--- src/rtl/bla_pkg.sv ---
// Shared definitions for the borrow-lookahead divider.
//   div_state_t : divider FSM states.
//   cnt_width() : bits needed to count WIDTH iterations (0..WIDTH-1), never less than 1.
package bla_pkg;

  typedef enum logic [1:0] {IDLE, CALC, DONE} div_state_t;

  function automatic int unsigned cnt_width(input int unsigned width);
    return (width <= 2) ? 1 : $clog2(width);
  endfunction

endpackage

--- src/rtl/borrow_lookahead_sub.sv ---
// Borrow-lookahead subtractor: difference = minuend - subtrahend - borrow_in.
// Every borrow is formed directly from the generate/propagate terms, which mirrors
// the carry-lookahead adder.
// Ports:
//   minuend, subtrahend : SIZE-bit operands.
//   borrow_in           : incoming borrow.
//   difference          : SIZE-bit result (modulo 2^SIZE).
//   borrow_out          : set when minuend < subtrahend + borrow_in.
module borrow_lookahead_sub #(
  parameter int unsigned SIZE = 9
) (
  input  logic [SIZE-1:0] minuend,
  input  logic [SIZE-1:0] subtrahend,
  input  logic            borrow_in,
  output logic [SIZE-1:0] difference,
  output logic            borrow_out
);

  logic [SIZE-1:0] gen;
  logic [SIZE-1:0] prop;
  logic [SIZE:0]   borrow;

  // Bit i generates a borrow when a=0,b=1; it passes an incoming borrow when a==b.
  assign gen  = ~minuend & subtrahend;
  assign prop = ~(minuend ^ subtrahend);

  // borrow[i+1] = g[i] | p[i]g[i-1] | ... | p[i]..p[0]borrow_in, expanded per bit.
  always_comb begin
    logic acc;
    logic run;
    acc    = 1'b0;
    run    = 1'b0;
    borrow = '0;
    borrow[0] = borrow_in;
    for (int i = 0; i < int'(SIZE); i++) begin
      acc = gen[i];
      run = prop[i];
      for (int j = i - 1; j >= 0; j--) begin
        acc = acc | (run & gen[j]);
        run = run & prop[j];
      end
      borrow[i+1] = acc | (run & borrow_in);
    end
  end

  assign difference = minuend ^ subtrahend ^ borrow[SIZE-1:0];
  assign borrow_out = borrow[SIZE];

endmodule

--- src/rtl/bla_divider.sv ---
// Iterative unsigned restoring divider, one quotient bit per clock.
// Ports:
//   clk, rst_n            : clock, asynchronous active-low reset.
//   in_valid / in_ready   : operand handshake; dividend and divisor sampled on accept.
//   out_valid / out_ready : result handshake; outputs held stable while stalled.
//   quotient, remainder   : registered result, kept until the next result is ready.
//   div_by_zero           : result came from a zero divisor (quotient all ones,
//                           remainder = dividend).
module bla_divider
  import bla_pkg::*;
#(
  parameter int unsigned WIDTH = 8
) (
  input  logic             clk,
  input  logic             rst_n,
  input  logic             in_valid,
  output logic             in_ready,
  input  logic [WIDTH-1:0] dividend,
  input  logic [WIDTH-1:0] divisor,
  output logic             out_valid,
  input  logic             out_ready,
  output logic [WIDTH-1:0] quotient,
  output logic [WIDTH-1:0] remainder,
  output logic             div_by_zero
);

  localparam int unsigned CntW = cnt_width(WIDTH);
  localparam logic [CntW-1:0] LastCnt = CntW'(WIDTH - 1);

  div_state_t       state_q, state_d;
  logic             in_ready_q, in_ready_d;
  logic             out_valid_q, out_valid_d;
  logic [WIDTH-1:0] quotient_q, quotient_d;
  logic [WIDTH-1:0] remainder_q, remainder_d;
  logic             dbz_q, dbz_d;
  logic [WIDTH-1:0] divisor_q, divisor_d;
  logic [WIDTH-1:0] q_sr_q, q_sr_d;     // dividend bits shift out, quotient bits shift in
  logic [WIDTH:0]   rem_q, rem_d;       // partial remainder
  logic [CntW-1:0]  cnt_q, cnt_d;

  logic [WIDTH:0]   trial_a;
  logic [WIDTH:0]   trial_b;
  logic [WIDTH:0]   trial_diff;
  logic             trial_borrow;

  assign trial_a = {rem_q[WIDTH-1:0], q_sr_q[WIDTH-1]};
  assign trial_b = {1'b0, divisor_q};

  borrow_lookahead_sub #(
    .SIZE(WIDTH + 1)
  ) u_sub (
    .minuend   (trial_a),
    .subtrahend(trial_b),
    .borrow_in (1'b0),
    .difference(trial_diff),
    .borrow_out(trial_borrow)
  );

  always_comb begin
    state_d     = state_q;
    in_ready_d  = in_ready_q;
    out_valid_d = out_valid_q;
    quotient_d  = quotient_q;
    remainder_d = remainder_q;
    dbz_d       = dbz_q;
    divisor_d   = divisor_q;
    q_sr_d      = q_sr_q;
    rem_d       = rem_q;
    cnt_d       = cnt_q;

    unique case (state_q)
      IDLE: begin
        if (in_valid && in_ready_q) begin
          divisor_d  = divisor;
          q_sr_d     = dividend;
          rem_d      = '0;
          cnt_d      = '0;
          in_ready_d = 1'b0;
          if (divisor == '0) begin
            // Result is known at once; out_valid is raised on the next DONE cycle.
            state_d     = DONE;
            quotient_d  = '1;
            remainder_d = dividend;
            dbz_d       = 1'b1;
          end else begin
            state_d = CALC;
            dbz_d   = 1'b0;
          end
        end
      end

      CALC: begin
        if (trial_borrow) begin
          rem_d  = trial_a;
          q_sr_d = {q_sr_q[WIDTH-2:0], 1'b0};
        end else begin
          rem_d  = trial_diff;
          q_sr_d = {q_sr_q[WIDTH-2:0], 1'b1};
        end
        cnt_d = cnt_q + 1'b1;
        if (cnt_q == LastCnt) begin
          state_d     = DONE;
          out_valid_d = 1'b1;
          quotient_d  = q_sr_d;
          remainder_d = rem_d[WIDTH-1:0];
        end
      end

      DONE: begin
        if (!out_valid_q) begin
          out_valid_d = 1'b1;
        end else if (out_ready) begin
          state_d     = IDLE;
          out_valid_d = 1'b0;
          in_ready_d  = 1'b1;
        end
      end

      default: begin
        state_d     = IDLE;
        out_valid_d = 1'b0;
        in_ready_d  = 1'b1;
      end
    endcase
  end

  always_ff @(posedge clk or negedge rst_n) begin
    if (!rst_n) begin
      state_q     <= IDLE;
      in_ready_q  <= 1'b1;
      out_valid_q <= 1'b0;
      quotient_q  <= '0;
      remainder_q <= '0;
      dbz_q       <= 1'b0;
      divisor_q   <= '0;
      q_sr_q      <= '0;
      rem_q       <= '0;
      cnt_q       <= '0;
    end else begin
      state_q     <= state_d;
      in_ready_q  <= in_ready_d;
      out_valid_q <= out_valid_d;
      quotient_q  <= quotient_d;
      remainder_q <= remainder_d;
      dbz_q       <= dbz_d;
      divisor_q   <= divisor_d;
      q_sr_q      <= q_sr_d;
      rem_q       <= rem_d;
      cnt_q       <= cnt_d;
    end
  end

  // The partial remainder stays below the divisor, so its top bit is always clear.
  rem_msb_zero_a: assert property (@(posedge clk) disable iff (!rst_n) rem_q[WIDTH] == 1'b0);

  assign in_ready    = in_ready_q;
  assign out_valid   = out_valid_q;
  assign quotient    = quotient_q;
  assign remainder   = remainder_q;
  assign div_by_zero = dbz_q;

endmodule

--- config.mk ---
export PLATFORM = sky130hd
export DESIGN_NAME = bla_divider
export DESIGN_NICKNAME = d
export VERILOG_FILES = /design/src/rtl/bla_pkg.sv /design/src/rtl/borrow_lookahead_sub.sv /design/src/rtl/bla_divider.sv
export SDC_FILE = /design/constraint.sdc
export NUM_CORES = 1
export LEC_CHECK = 0
export BUFFER_PORTS_ARGS = -buffer_cell sky130_fd_sc_hd__buf_2
export CAP_MARGIN = 15
export CORE_MARGIN = 3
export CORE_UTILIZATION = 57
export DETAILED_ROUTE_END_ITERATION = 7
export GPL_TIMING_DRIVEN = 1
export HOLD_SLACK_MARGIN = 0.05
export MAX_ROUTING_LAYER = met4
export PLACE_DENSITY = 0.8
export SLEW_MARGIN = 20
export SYNTH_ARGS = -nofsm -noshare
export SYNTH_HDL_FRONTEND = slang
export SYNTH_SLANG_ARGS = --single-unit
--- constraint.sdc ---
create_clock -name clk -period 2.8 [get_ports clk]
set_input_delay 0.56 -clock clk [delete_from_list [all_inputs] [get_ports clk]]
set_output_delay 0.56 -clock clk [all_outputs]
set_load 0.1 [all_outputs]
==> flow_summary_export.csv, run 1 <==
group,metric,value,unit
yosys,synth_area_leader_cell,"sky130_fd_sc_hd__dfrtp_1",
route,postRouteAntennaNets,0,
placement,globalplace.congestion,0.8568,
sta,tightestPinTransition,0.7395,ns
clock_network,max-clock-path-buffers,2,
clock_network,clock_sinks,48,
clock_network,clk-insertion-delay-late,0.31,ns
sta,final-setup-viol-count,0,
cells_and_area,final_net_count,345,
clock_network,clockRootBuffer,"sky130_fd_sc_hd__clkbuf_8",
yosys,synth-seq-cells,48,
yosys,async_reset_ff_share,100.0,%
yosys,syn_area_per_cell,9.615,um^2
sta,fin_tns_setup,0,ns
yosys,synth-xor-area-share,0.6673,%
grt,final_global_route_overflow_total,0,
worst_setup_path,cp_max_fo,7,
sta,hold_violations,0,
flow_run,maxCapViolCount,0,
worst_setup_path,critPathCapture,"rem_q[7]$_DFFE_PN0P_",
worst_setup_path,r2r_setup_slack,0.43,ns
die,die_area,5455,um^2
sta,fin_skew,0.01214,ns
yosys,dominant_cell_by_count_in_the_synthesized_netlist,"sky130_fd_sc_hd__dfrtp_1",
clock_network,clk_transition_reported_paths,0.10,ns
route,route.detailed.vias_per_inst,5.937,
clock_network,htree_num_levels,2,
grt,maximum_number_of_pins_on_one_net_before_global_route_repair,31,
placement,placement.io_buffers,38,
yosys,synth_top_family_by_area,"compound AO/OA/AOI/OAI gates",
yosys,synthMuxAreaShare,7.817,%
yosys,seq_area_frac_synth,45.81,%
hold_path,hold_class,"primary input to async pin",
yosys,synth_simple_gate_area_share,14.82,%
route,firstDrtPassIters,4,
cells_and_area,layout-drive-gt1-share,21.79,%
clock_network,cts_tree,"yes",
worst_setup_path,timing.critical_path.from_type,"flip-flop",
route,drt_iter0_markers,166,
grt,first_pass_grt_wire_length,9.439,mm
sta,slew_viol_final,0,
yosys,synth.area.top_cells,"sky130_fd_sc_hd__dfrtp_1, sky130_fd_sc_hd__ha_1, sky130_fd_sc_hd__o21ai_0, sky130_fd_sc_hd__mux2_2, sky130_fd_sc_hd__nand2_1",
die,start_util,59.47,%
yosys,synth-adder-area-share,6.959,%
yosys,synth-edff-count,0,
die,rows,24,
clock_network,cts_post_setup_buffers_inserted,0,
sta,timing.final.crit_share,84.62,%
grt,first_global_vias,2053,
worst_setup_path,crit_start,"rem_q[3]$_DFFE_PN0P_",
die,dieHeight,73.86,um
worst_setup_path,timing.critical_path.required,3.03,ns
route,routed_wirelength,5.795,mm
clock_network,postCtsResizedCells,0,
yosys,netlist_area,2625,um^2
sta,max_clock_freq,422.0,MHz
clock_network,cts_buffers,5,
route,vias,2161,
yosys,synth_nets,307,
sta,finalCriticalPeriod,2.369,ns
die,floorplan.die.width,73.86,um
worst_setup_path,worstReg2RegEnd,"rem_q[7]$_DFFE_PN0P_",
yosys,synth.lib_cells_used.distinct,46,
worst_setup_path,worstRegToRegCells,7,
grt,track_usage,23.39,%
sta,timing.slew.headroom,49.42,%
sta,grt_setup_unrepaired,"false",
yosys,synth_top_cell_area_share,44.80,%
clock_network,cts_hold_repair.buffers,0,
cells_and_area,diodes,0,
worst_setup_path,worst-setup-path-type,"flip-flop to flip-flop",
route,drt_drc_violations_left,0,
cells_and_area,area.growth.synth_to_final,12.58,%
yosys,synth_compound_gate_area_share,18.49,%
route,route.detailed.wl_per_inst,15.92,um
placement,place.detailed.hpwl,4.277,mm
yosys,synthCells,273,
yosys,synth_common_cells,"sky130_fd_sc_hd__dfrtp_1, sky130_fd_sc_hd__nand2_1, sky130_fd_sc_hd__o21ai_0",
worst_setup_path,critical_path_arrival,2.60,ns
worst_setup_path,crit-reg2reg-launch,"rem_q[3]$_DFFE_PN0P_",
die,io-pin-count,39,
grt,grt_antenna_before_repair,0,
die,core_area,4414,um^2
status,status,"finished clean",
yosys,yosysWarningCount,0,
worst_setup_path,crit_path_end_kind,"flip-flop",
yosys,synth_ff_type,"sky130_fd_sc_hd__dfrtp_1",
==> cell usage in the layout (no fill, tap or decap), types with 3 or more instances in the layout <==
cell type and instances:
sky130_fd_sc_hd__dfrtp_1 47, sky130_fd_sc_hd__buf_2 38, sky130_fd_sc_hd__nand2_1 34, sky130_fd_sc_hd__o21ai_0 28, sky130_fd_sc_hd__inv_1 19, sky130_fd_sc_hd__nor2_1 18, sky130_fd_sc_hd__ha_1 13, sky130_fd_sc_hd__mux2_2 12
sky130_fd_sc_hd__a31oi_1 9, sky130_fd_sc_hd__mux2i_1 7, sky130_fd_sc_hd__nor3_1 7, sky130_fd_sc_hd__a21oi_1 6, sky130_fd_sc_hd__clkbuf_8 6, sky130_fd_sc_hd__buf_4 6, sky130_fd_sc_hd__nand3_1 4, sky130_fd_sc_hd__a211o_1 4
sky130_fd_sc_hd__a211oi_1 4, sky130_fd_sc_hd__o32ai_1 4, sky130_fd_sc_hd__nand2b_1 3, sky130_fd_sc_hd__and2_1 3, sky130_fd_sc_hd__and3_1 3, sky130_fd_sc_hd__nor2b_1 3, sky130_fd_sc_hd__o22ai_1 3, sky130_fd_sc_hd__o31ai_1 3
==> metrics by stage <==
stage               cells  setup WS [ns]  instance area [um^2]  hold slack [ns]  util (%)
global placement      356         0.2973                  2858           0.4560     64.74
global route          364         0.2378                  2955           0.2285     66.95
CTS                   364         0.4502                  2955           0.2206     66.95
floorplan             273         0.5132                  2625           0.2644         -
finish                364         0.4305                  2955           0.1988     66.95
detailed placement    356         0.2297                  2858           0.4643     64.74
==> metal layers <==
layer / track usage (%) / vias to the layer above / wire [um]
li1: - / 1056 / -
met1: 31.37 / 1040 / 2585
met2: 35.53 / 54 / 2779
met3: 3.420 / 11 / 327
met4: 9.658 / 0 / 104
met5: - / - / 0
==> flip-flops by register name, summed over array words and instances (netlist names) <==
register / cells
out_valid: 1
remainder: 8
cnt_q: 3
rem_q: 8
q_sr_q: 8
div_by_zero: 1
divisor_q: 8
quotient: 8
in_ready: 1
state_q: 2
==> worst max-delay path: stages (launching register included) <==
cell and delay (ns):
sky130_fd_sc_hd__dfrtp_1 0.37, sky130_fd_sc_hd__inv_1 0.07, sky130_fd_sc_hd__ha_1 0.36, sky130_fd_sc_hd__and3_1 0.19, sky130_fd_sc_hd__a22o_1 0.27, sky130_fd_sc_hd__a2111oi_0 0.66, sky130_fd_sc_hd__a2111oi_0 0.17, sky130_fd_sc_hd__nor3_1 0.21
==> kinds of logic (layout without fill, tap and decap cells) <==
| logic type | count (synthesis) | after routing |
|---|---|---|
| AND/OR/NAND/NOR | 83 | 83 |
| adder cells (fa/ha/maj) | 14 | 14 |
| AO/OA/AOI/OAI | 74 | 74 |
| flip-flops | 48 | 48 |
| buffers and inverters | 33 | 72 |
| multiplexers | 19 | 19 |
| XOR/XNOR | 2 | 2 |
==> layout make-up <==
type | instances | area (um^2)
sequential | 48 | 1202
clock buffer | 6 | 82.58
clock inverter | 2 | 15.01
multi-input combinational | 192 | 1280
inverter | 20 | 75.07
timing repair buffer | 44 | 235.2
fill | 356 | 1459
tap | 52 | 65.06
==> worst min-delay path by stage <==
stage	slack, ns	startpoint	cells after the start	to
final	0.20	rst_n	1	cnt_q[2]$_DFFE_PN0P_
after global routing	0.23	rst_n	1	q_sr_q[7]$_DFFE_PN0P_
after CTS	0.22	rst_n	1	cnt_q[2]$_DFFE_PN0P_
after detailed placement	0.46	cnt_q[2]$_DFFE_PN0P_	2	cnt_q[2]$_DFFE_PN0P_
after global placement	0.46	cnt_q[2]$_DFFE_PN0P_	2	cnt_q[2]$_DFFE_PN0P_
after floorplan	0.26	rst_n	0	cnt_q[0]$_DFFE_PN0P_
Power of run 1 is left out: the tool's default activity adds up to more than one toggle a clock period on the data nets, which glitch-free logic cannot reach.
==> run 2, diff against run 1 <==
--- a/config.mk
+++ b/config.mk
@@ -5,10 +5,11 @@
 export SDC_FILE = /design/constraint.sdc
 export NUM_CORES = 1
 export LEC_CHECK = 0
+export ABC_AREA = 1
 export BUFFER_PORTS_ARGS = -buffer_cell sky130_fd_sc_hd__buf_2
 export CAP_MARGIN = 15
 export CORE_MARGIN = 3
-export CORE_UTILIZATION = 57
+export CORE_UTILIZATION = 58
 export DETAILED_ROUTE_END_ITERATION = 7
 export GPL_TIMING_DRIVEN = 1
 export HOLD_SLACK_MARGIN = 0.05
==> constraint.sdc (replaced) <==
create_clock -name clk -period 2.2 [get_ports clk]
set_input_delay 0.44 -clock clk [delete_from_list [all_inputs] [get_ports clk]]
set_output_delay 0.44 -clock clk [all_outputs]
set_load 0.1 [all_outputs]
==> run 2 against run 1 <==
Compared with the run above: design area up 11%; clock skew down 0.0098 ns; wire length up 7.6%; sequential share of layout area down 4.1 points; synthesized area up 10%; non-clock buffer count down 1; utilization up 1.7 points; sequential cell count unchanged; register-to-register slack worse by 0.17 ns; first-iteration DRC count down 14%; final cell count up 34%; critical path depth up 3.
==> flow_summary_export.csv, run 2 <==
group,metric,value,unit
yosys,synth_nets,413,
placement,globalplace.congestion,0.9374,
sta,fin_tns_setup,0,ns
grt,final_global_route_overflow_total,0,
clock_network,clockRootBuffer,"sky130_fd_sc_hd__clkbuf_8",
die,io-pin-count,39,
die,die_area,5868,um^2
die,rows,25,
clock_network,postCtsResizedCells,0,
worst_setup_path,timing.critical_path.required,2.45,ns
worst_setup_path,worstReg2RegEnd,"rem_q[0]$_DFFE_PN0P_",
route,route.detailed.vias_per_inst,5.133,
yosys,yosysWarningCount,0,
yosys,synth.area.top_cells,"sky130_fd_sc_hd__dfrtp_1, sky130_fd_sc_hd__nand2_1, sky130_fd_sc_hd__inv_1, sky130_fd_sc_hd__ha_1, sky130_fd_sc_hd__nand3_1",
clock_network,clk-insertion-delay-late,0.30,ns
cells_and_area,diodes,0,
cells_and_area,mostFrequentLayoutCell,"sky130_fd_sc_hd__nand2_1",
sta,hold_violations,0,
clock_network,cts_post_setup_buffers_inserted,0,
die,dieHeight,76.61,um
route,firstDrtPassIters,4,
clock_network,htree_num_levels,2,
worst_setup_path,crit_start,"divisor_q[7]$_DFFE_PN0P_",
grt,first_pass_grt_wire_length,10.84,mm
clock_network,cts_tree,"yes",
yosys,synth.lib_cells_used.distinct,33,
yosys,async_reset_ff_share,100.0,%
yosys,seq_area_frac_synth,41.58,%
placement,placement.io_buffers,38,
grt,grt_antenna_before_repair,0,
grt,maximum_number_of_pins_on_one_net_before_global_route_repair,49,
worst_setup_path,cp_max_fo,9,
placement,place.detailed.hpwl,4.577,mm
sta,tightestPinTransition,0.6070,ns
yosys,synth-edff-count,0,
hold_path,hold_class,"primary input to async pin",
route,drt_iter0_markers,142,
cells_and_area,final_net_count,454,
cells_and_area,layout-drive-gt1-share,19.52,%
yosys,synth_top_cell_area_share,40.68,%
worst_setup_path,r2r_setup_slack,0.27,ns
clock_network,cts_hold_repair.buffers,0,
yosys,netlist_area,2892,um^2
worst_setup_path,critical_path_arrival,2.18,ns
die,floorplan.die.width,76.61,um
worst_setup_path,worstRegToRegCells,10,
sta,final-setup-viol-count,0,
status,status,"finished clean",
yosys,synth-seq-cells,48,
grt,first_global_vias,2401,
cells_and_area,mostFrequentLayoutCells,"sky130_fd_sc_hd__nand2_1, sky130_fd_sc_hd__inv_1, sky130_fd_sc_hd__dfrtp_1, sky130_fd_sc_hd__buf_2, sky130_fd_sc_hd__nor2_1",
route,drt_drc_violations_left,0,
cells_and_area,multi_input_comb_area,1401,um^2
yosys,syn_area_per_cell,7.629,um^2
clock_network,max-clock-path-buffers,2,
route,postRouteAntennaNets,0,
die,core_area,4786,um^2
worst_setup_path,crit-reg2reg-launch,"divisor_q[7]$_DFFE_PN0P_",
sta,grt_setup_unrepaired,"false",
sta,max_clock_freq,516.9,MHz
sta,timing.final.crit_share,87.94,%
grt,track_usage,23.59,%
clock_network,clk_transition_reported_paths,0.09,ns
worst_setup_path,crit_path_end_kind,"flip-flop",
yosys,synth_common_cells,"sky130_fd_sc_hd__nand2_1, sky130_fd_sc_hd__inv_1, sky130_fd_sc_hd__dfrtp_1",
route,vias,2500,
sta,slew_viol_final,0,
yosys,synth_area_leader_cell,"sky130_fd_sc_hd__dfrtp_1",
sta,timing.slew.headroom,59.53,%
clock_network,cts_buffers,5,
cells_and_area,final-seq-area,1202,um^2
route,route.detailed.wl_per_inst,12.81,um
sta,finalCriticalPeriod,1.935,ns
yosys,dominant_cell_by_count_in_the_synthesized_netlist,"sky130_fd_sc_hd__nand2_1",
yosys,synthCells,379,
flow_run,maxCapViolCount,0,
route,routed_wirelength,6.238,mm
sta,fin_skew,0.002354,ns
cells_and_area,num-fill-cells,421,
worst_setup_path,timing.critical_path.from_type,"flip-flop",
worst_setup_path,worst-setup-path-type,"flip-flop to flip-flop",
cells_and_area,area.growth.synth_to_final,13.67,%
yosys,synth_ff_type,"sky130_fd_sc_hd__dfrtp_1",
die,start_util,60.42,%
clock_network,clock_sinks,48,
-- run 2: changes by cell type after synthesis, sizes merged, moves of 5 or more --
| cell | delta |
|---|---|
| nand2 | +74 |
| inv | +45 |
| nor3 | -7 |
| mux2 | -12 |
| mux2i | -7 |
| nand3 | +36 |
| nand4 | +5 |
| nor2 | +18 |
| or2 | +8 |
-- run 2: worst max-delay path by stage --
| stage | to | depth (start not counted) |
|---|---|---|
| 2_1_floorplan | quotient[0]$_DFFE_PN0P_ | 7 |
| 3_3_place_gp | rem_q[0]$_DFFE_PN0P_ | 11 |
| 3_5_place_dp | rem_q[0]$_DFFE_PN0P_ | 10 |
| 4_1_cts | rem_q[0]$_DFFE_PN0P_ | 10 |
| 5_1_grt | q_sr_q[4]$_DFFE_PN0P_ | 9 |
| 6_report | rem_q[0]$_DFFE_PN0P_ | 10 |
-- run 2: per-layer routing --
layer	part of all wire, %	global-route usage, %	vias to the layer above	routed length, um
met3	4.1	5.556	7	256
met4	1.1	6.703	0	66
met2	51	39.89	49	3181
li1	-	-	1265	-
met1	44	28.23	1179	2733
met5	0	-	-	0
-- run 2: cell type report --
type | instances | share of cell area, %
Tap cell | 67 | 2.550
Multi-Input combinational cell | 258 | 42.63
Inverter | 64 | 7.385
Timing Repair Buffer | 43 | 6.928
Sequential cell | 48 | 36.58
Clock inverter | 2 | 1.827
Clock buffer | 5 | 2.094
-- run 2: cells by family after synthesis --
| group | Yosys count | share of synthesized area (%) |
|---|---|---|
| adder cells (fa/ha/maj) | 14 | 6.318 |
| AO/OA/AOI/OAI | 44 | 9.130 |
| flip-flops | 48 | 41.58 |
| buffers and inverters | 73 | 9.952 |
| XOR/XNOR | 3 | 0.9089 |
| AND/OR/NAND/NOR | 197 | 32.11 |
-- run 2: critical path, cell delays in order, from the launching register on --
cell                      delay (ns)
sky130_fd_sc_hd__dfrtp_1        0.41
sky130_fd_sc_hd__ha_1           0.37
sky130_fd_sc_hd__nand2_1        0.09
sky130_fd_sc_hd__nand2_1        0.08
sky130_fd_sc_hd__nor2_4         0.14
sky130_fd_sc_hd__nand3_4        0.09
sky130_fd_sc_hd__a21oi_4        0.35
sky130_fd_sc_hd__nand3_2        0.12
sky130_fd_sc_hd__nand2_1        0.09
sky130_fd_sc_hd__nand2_1        0.06
sky130_fd_sc_hd__nand2_1        0.07
-- run 2: through the flow --
stage          util, %  instances  setup WS, ns  hold slack, ns  cell area, um^2
5_1_grt          68.68        487        0.1018          0.2567             3287
4_1_cts          68.68        487        0.2445          0.2435             3287
2_1_floorplan        -        379        0.4179          0.1444             2892
6_report         68.68        487        0.2654          0.2291             3287
3_5_place_dp     65.99        480        0.3031          0.4597             3158
3_3_place_gp     65.99        480        0.3750          0.4571             3158
Power of run 2 is left out for the same reason.
==> run 3, diff against run 2 <==
--- a/config.mk
+++ b/config.mk
@@ -6,6 +6,7 @@
 export NUM_CORES = 1
 export LEC_CHECK = 0
 export ABC_AREA = 1
+export ABC_CLOCK_PERIOD_IN_PS = 2200
 export BUFFER_PORTS_ARGS = -buffer_cell sky130_fd_sc_hd__buf_2
 export CAP_MARGIN = 15
 export CORE_MARGIN = 3
@@ -14,7 +15,7 @@
 export GPL_TIMING_DRIVEN = 1
 export HOLD_SLACK_MARGIN = 0.05
 export MAX_ROUTING_LAYER = met4
-export PLACE_DENSITY = 0.8
+export PLACE_DENSITY = 0.91
 export SLEW_MARGIN = 20
 export SYNTH_ARGS = -nofsm -noshare
 export SYNTH_HDL_FRONTEND = slang
==> run 3 against run 2 <==
Compared with the run above: clock-buffer cell count is 1 higher; first-iteration DRC count is 42% higher; non-clock buffer count is 2 higher; via count is 3.6% higher; critical endpoint is now rem_q[4]$_DFFE_PN0P_.
==> flow_summary_export.csv, run 3 (same netlist as run 2, synthesis figures left out) <==
group,metric,value,unit
status,status,"finished clean",
worst_setup_path,crit_path_end_kind,"flip-flop",
worst_setup_path,crit-reg2reg-launch,"rem_q[4]$_DFFE_PN0P_",
route,firstDrtPassIters,5,
placement,globalplace.congestion,0.8988,
route,drt_drc_violations_left,0,
worst_setup_path,cp_max_fo,9,
worst_setup_path,timing.critical_path.required,2.46,ns
route,route.detailed.vias_per_inst,5.286,
grt,final_global_route_overflow_total,0,
clock_network,cts_tree,"yes",
die,io-pin-count,39,
worst_setup_path,worstReg2RegEnd,"rem_q[4]$_DFFE_PN0P_",
route,route.detailed.wl_per_inst,13.35,um
clock_network,clk-insertion-delay-late,0.31,ns
cells_and_area,layout-drive-gt1-share,19.86,%
grt,track_usage,24.59,%
worst_setup_path,worst-setup-path-type,"flip-flop to flip-flop",
cells_and_area,mostFrequentLayoutCells,"sky130_fd_sc_hd__nand2_1, sky130_fd_sc_hd__inv_1, sky130_fd_sc_hd__dfrtp_1, sky130_fd_sc_hd__buf_2, sky130_fd_sc_hd__nor2_1",
cells_and_area,mostFrequentLayoutCell,"sky130_fd_sc_hd__nand2_1",
cells_and_area,diodes,0,
die,dieHeight,76.61,um
sta,grt_setup_unrepaired,"false",
clock_network,clk_transition_reported_paths,0.10,ns
hold_path,worstHoldPathCells,3,
worst_setup_path,worstRegToRegCells,11,
route,wl_met2,3.331,mm
die,rows,25,
route,vias,2590,
die,die_area,5868,um^2
sta,finalCriticalPeriod,1.977,ns
die,core_area,4786,um^2
cells_and_area,post-route-util,68.39,%
clock_network,clockRootBuffer,"sky130_fd_sc_hd__clkbuf_8",
worst_setup_path,timing.critical_path.from_type,"flip-flop",
route,highest-signal-layer,"met4",
placement,placement.io_buffers,38,
clock_network,max-clock-path-buffers,2,
sta,timing.final.crit_share,89.86,%
route,met3_wirelength,245,um
cells_and_area,final_net_count,456,
route,routed_wirelength,6.541,mm
sta,final-setup-viol-count,0,
sta,slew_viol_final,0,
grt,first_global_vias,2491,
sta,max_clock_freq,505.8,MHz
placement,place.detailed.hpwl,4.844,mm
sta,finalWorstSetupSlack,0.2231,ns
die,start_util,60.42,%
sta,hold_violations,0,
hold_path,worst_hold_endpoint,"divisor_q[3]$_DFFE_PN0P_",
worst_setup_path,r2r_setup_slack,0.22,ns
clock_network,htree_num_levels,2,
clock_network,cts_buffers,5,
die,floorplan.die.width,76.61,um
placement,dp_cells,481,
worst_setup_path,critical_path_arrival,2.23,ns
sta,fin_skew,0.01191,ns
route,drt_iter0_markers,202,
hold_path,hold_class,"primary input to flip-flop",
sta,fin_tns_setup,0,ns
grt,grt_antenna_before_repair,0,
flow_run,maxCapViolCount,0,
cells_and_area,area.growth.synth_to_final,13.20,%
grt,first_pass_grt_wire_length,11.31,mm
cells_and_area,finish.cell_count_without_fillers,490,
sta,timing.slew.headroom,66.63,%
sta,tightestPinTransition,0.5041,ns
route,m1WireLength,2.809,mm
route,postRouteAntennaNets,0,
clock_network,clock_sinks,48,
hold_path,holdCritStartpoint,"divisor[3]",
grt,maximum_number_of_pins_on_one_net_before_global_route_repair,26,
placement,placement.setup.worst_slack,0.2737,ns
## run 3: cell count changes in the layout (fill, tap and decap cells not counted), sizes merged
cell / previous run / this run
bufinv: 2 / 0
clkbuf: 5 / 6
dlygate4sd3: 0 / 1
clkinvlp: 0 / 2
buf: 43 / 44
## run 3: worst max path at each step
stage | from | to | slack [ns] | cells past startpoint
final | rem_q[4]$_DFFE_PN0P_ | rem_q[4]$_DFFE_PN0P_ | 0.22 | 11
after global routing | state_q[0]$_DFFE_PN0P_ | rem_q[0]$_DFFE_PN0P_ | 0.03 | 9
after CTS | state_q[1]$_DFFE_PN0P_ | remainder[0]$_DFFE_PN0P_ | 0.24 | 9
after detailed placement | rem_q[5]$_DFFE_PN0P_ | rem_q[4]$_DFFE_PN0P_ | 0.27 | 11
after global placement | rem_q[6]$_DFFE_PN0P_ | rem_q[5]$_DFFE_PN0P_ | 0.35 | 11
after floorplan | in_ready$_DFFE_PN1P_ | quotient[0]$_DFFE_PN0P_ | 0.42 | 7
## run 3: layout make-up
cell class	count	area (um^2)
well taps	67	83.83
repair buffers	45	245.2
clock buffers	6	82.58
clock inverters	2	15.01
multi-input cells	258	1401
inverters	64	242.7
flip-flops and latches	48	1202
fillers	382	1513
## run 3: through the flow
step                      area [um^2]  hold slack (ns)
after floorplan                  2892           0.1444
after global placement           3166           0.2432
after detailed placement         3166           0.2453
after CTS                        3273           0.4022
after global routing             3273           0.4147
final                            3273           0.3979
## run 3: metal layers
metal / vias up / global-route usage (%)
li1: 1280 / -
met1: 1212 / 29.55
met2: 82 / 40.69
met3: 16 / 4.019
met4: 0 / 11.23
met5: - / -
## run 3: critical path, cell delays in order, from the launching register on
cell and delay [ns]:
sky130_fd_sc_hd__dfrtp_1 0.40, sky130_fd_sc_hd__inv_1 0.07, sky130_fd_sc_hd__ha_1 0.39, sky130_fd_sc_hd__nand3_1 0.17
sky130_fd_sc_hd__nor2_2 0.06, sky130_fd_sc_hd__nand3_2 0.08, sky130_fd_sc_hd__nand2_4 0.07, sky130_fd_sc_hd__a21oi_4 0.32
sky130_fd_sc_hd__nand3_2 0.14, sky130_fd_sc_hd__nand2_1 0.10, sky130_fd_sc_hd__nand2_1 0.05, sky130_fd_sc_hd__nand2_1 0.06
## run 3: timing repair
item	in CTS	in global routing
setup buffers	0	0
setup endpoints to repair	0	0
hold buffers	1	0
endpoints found under the hold margin	2	0
gates resized for setup	0	0
Power of run 3 is left out for the same reason.
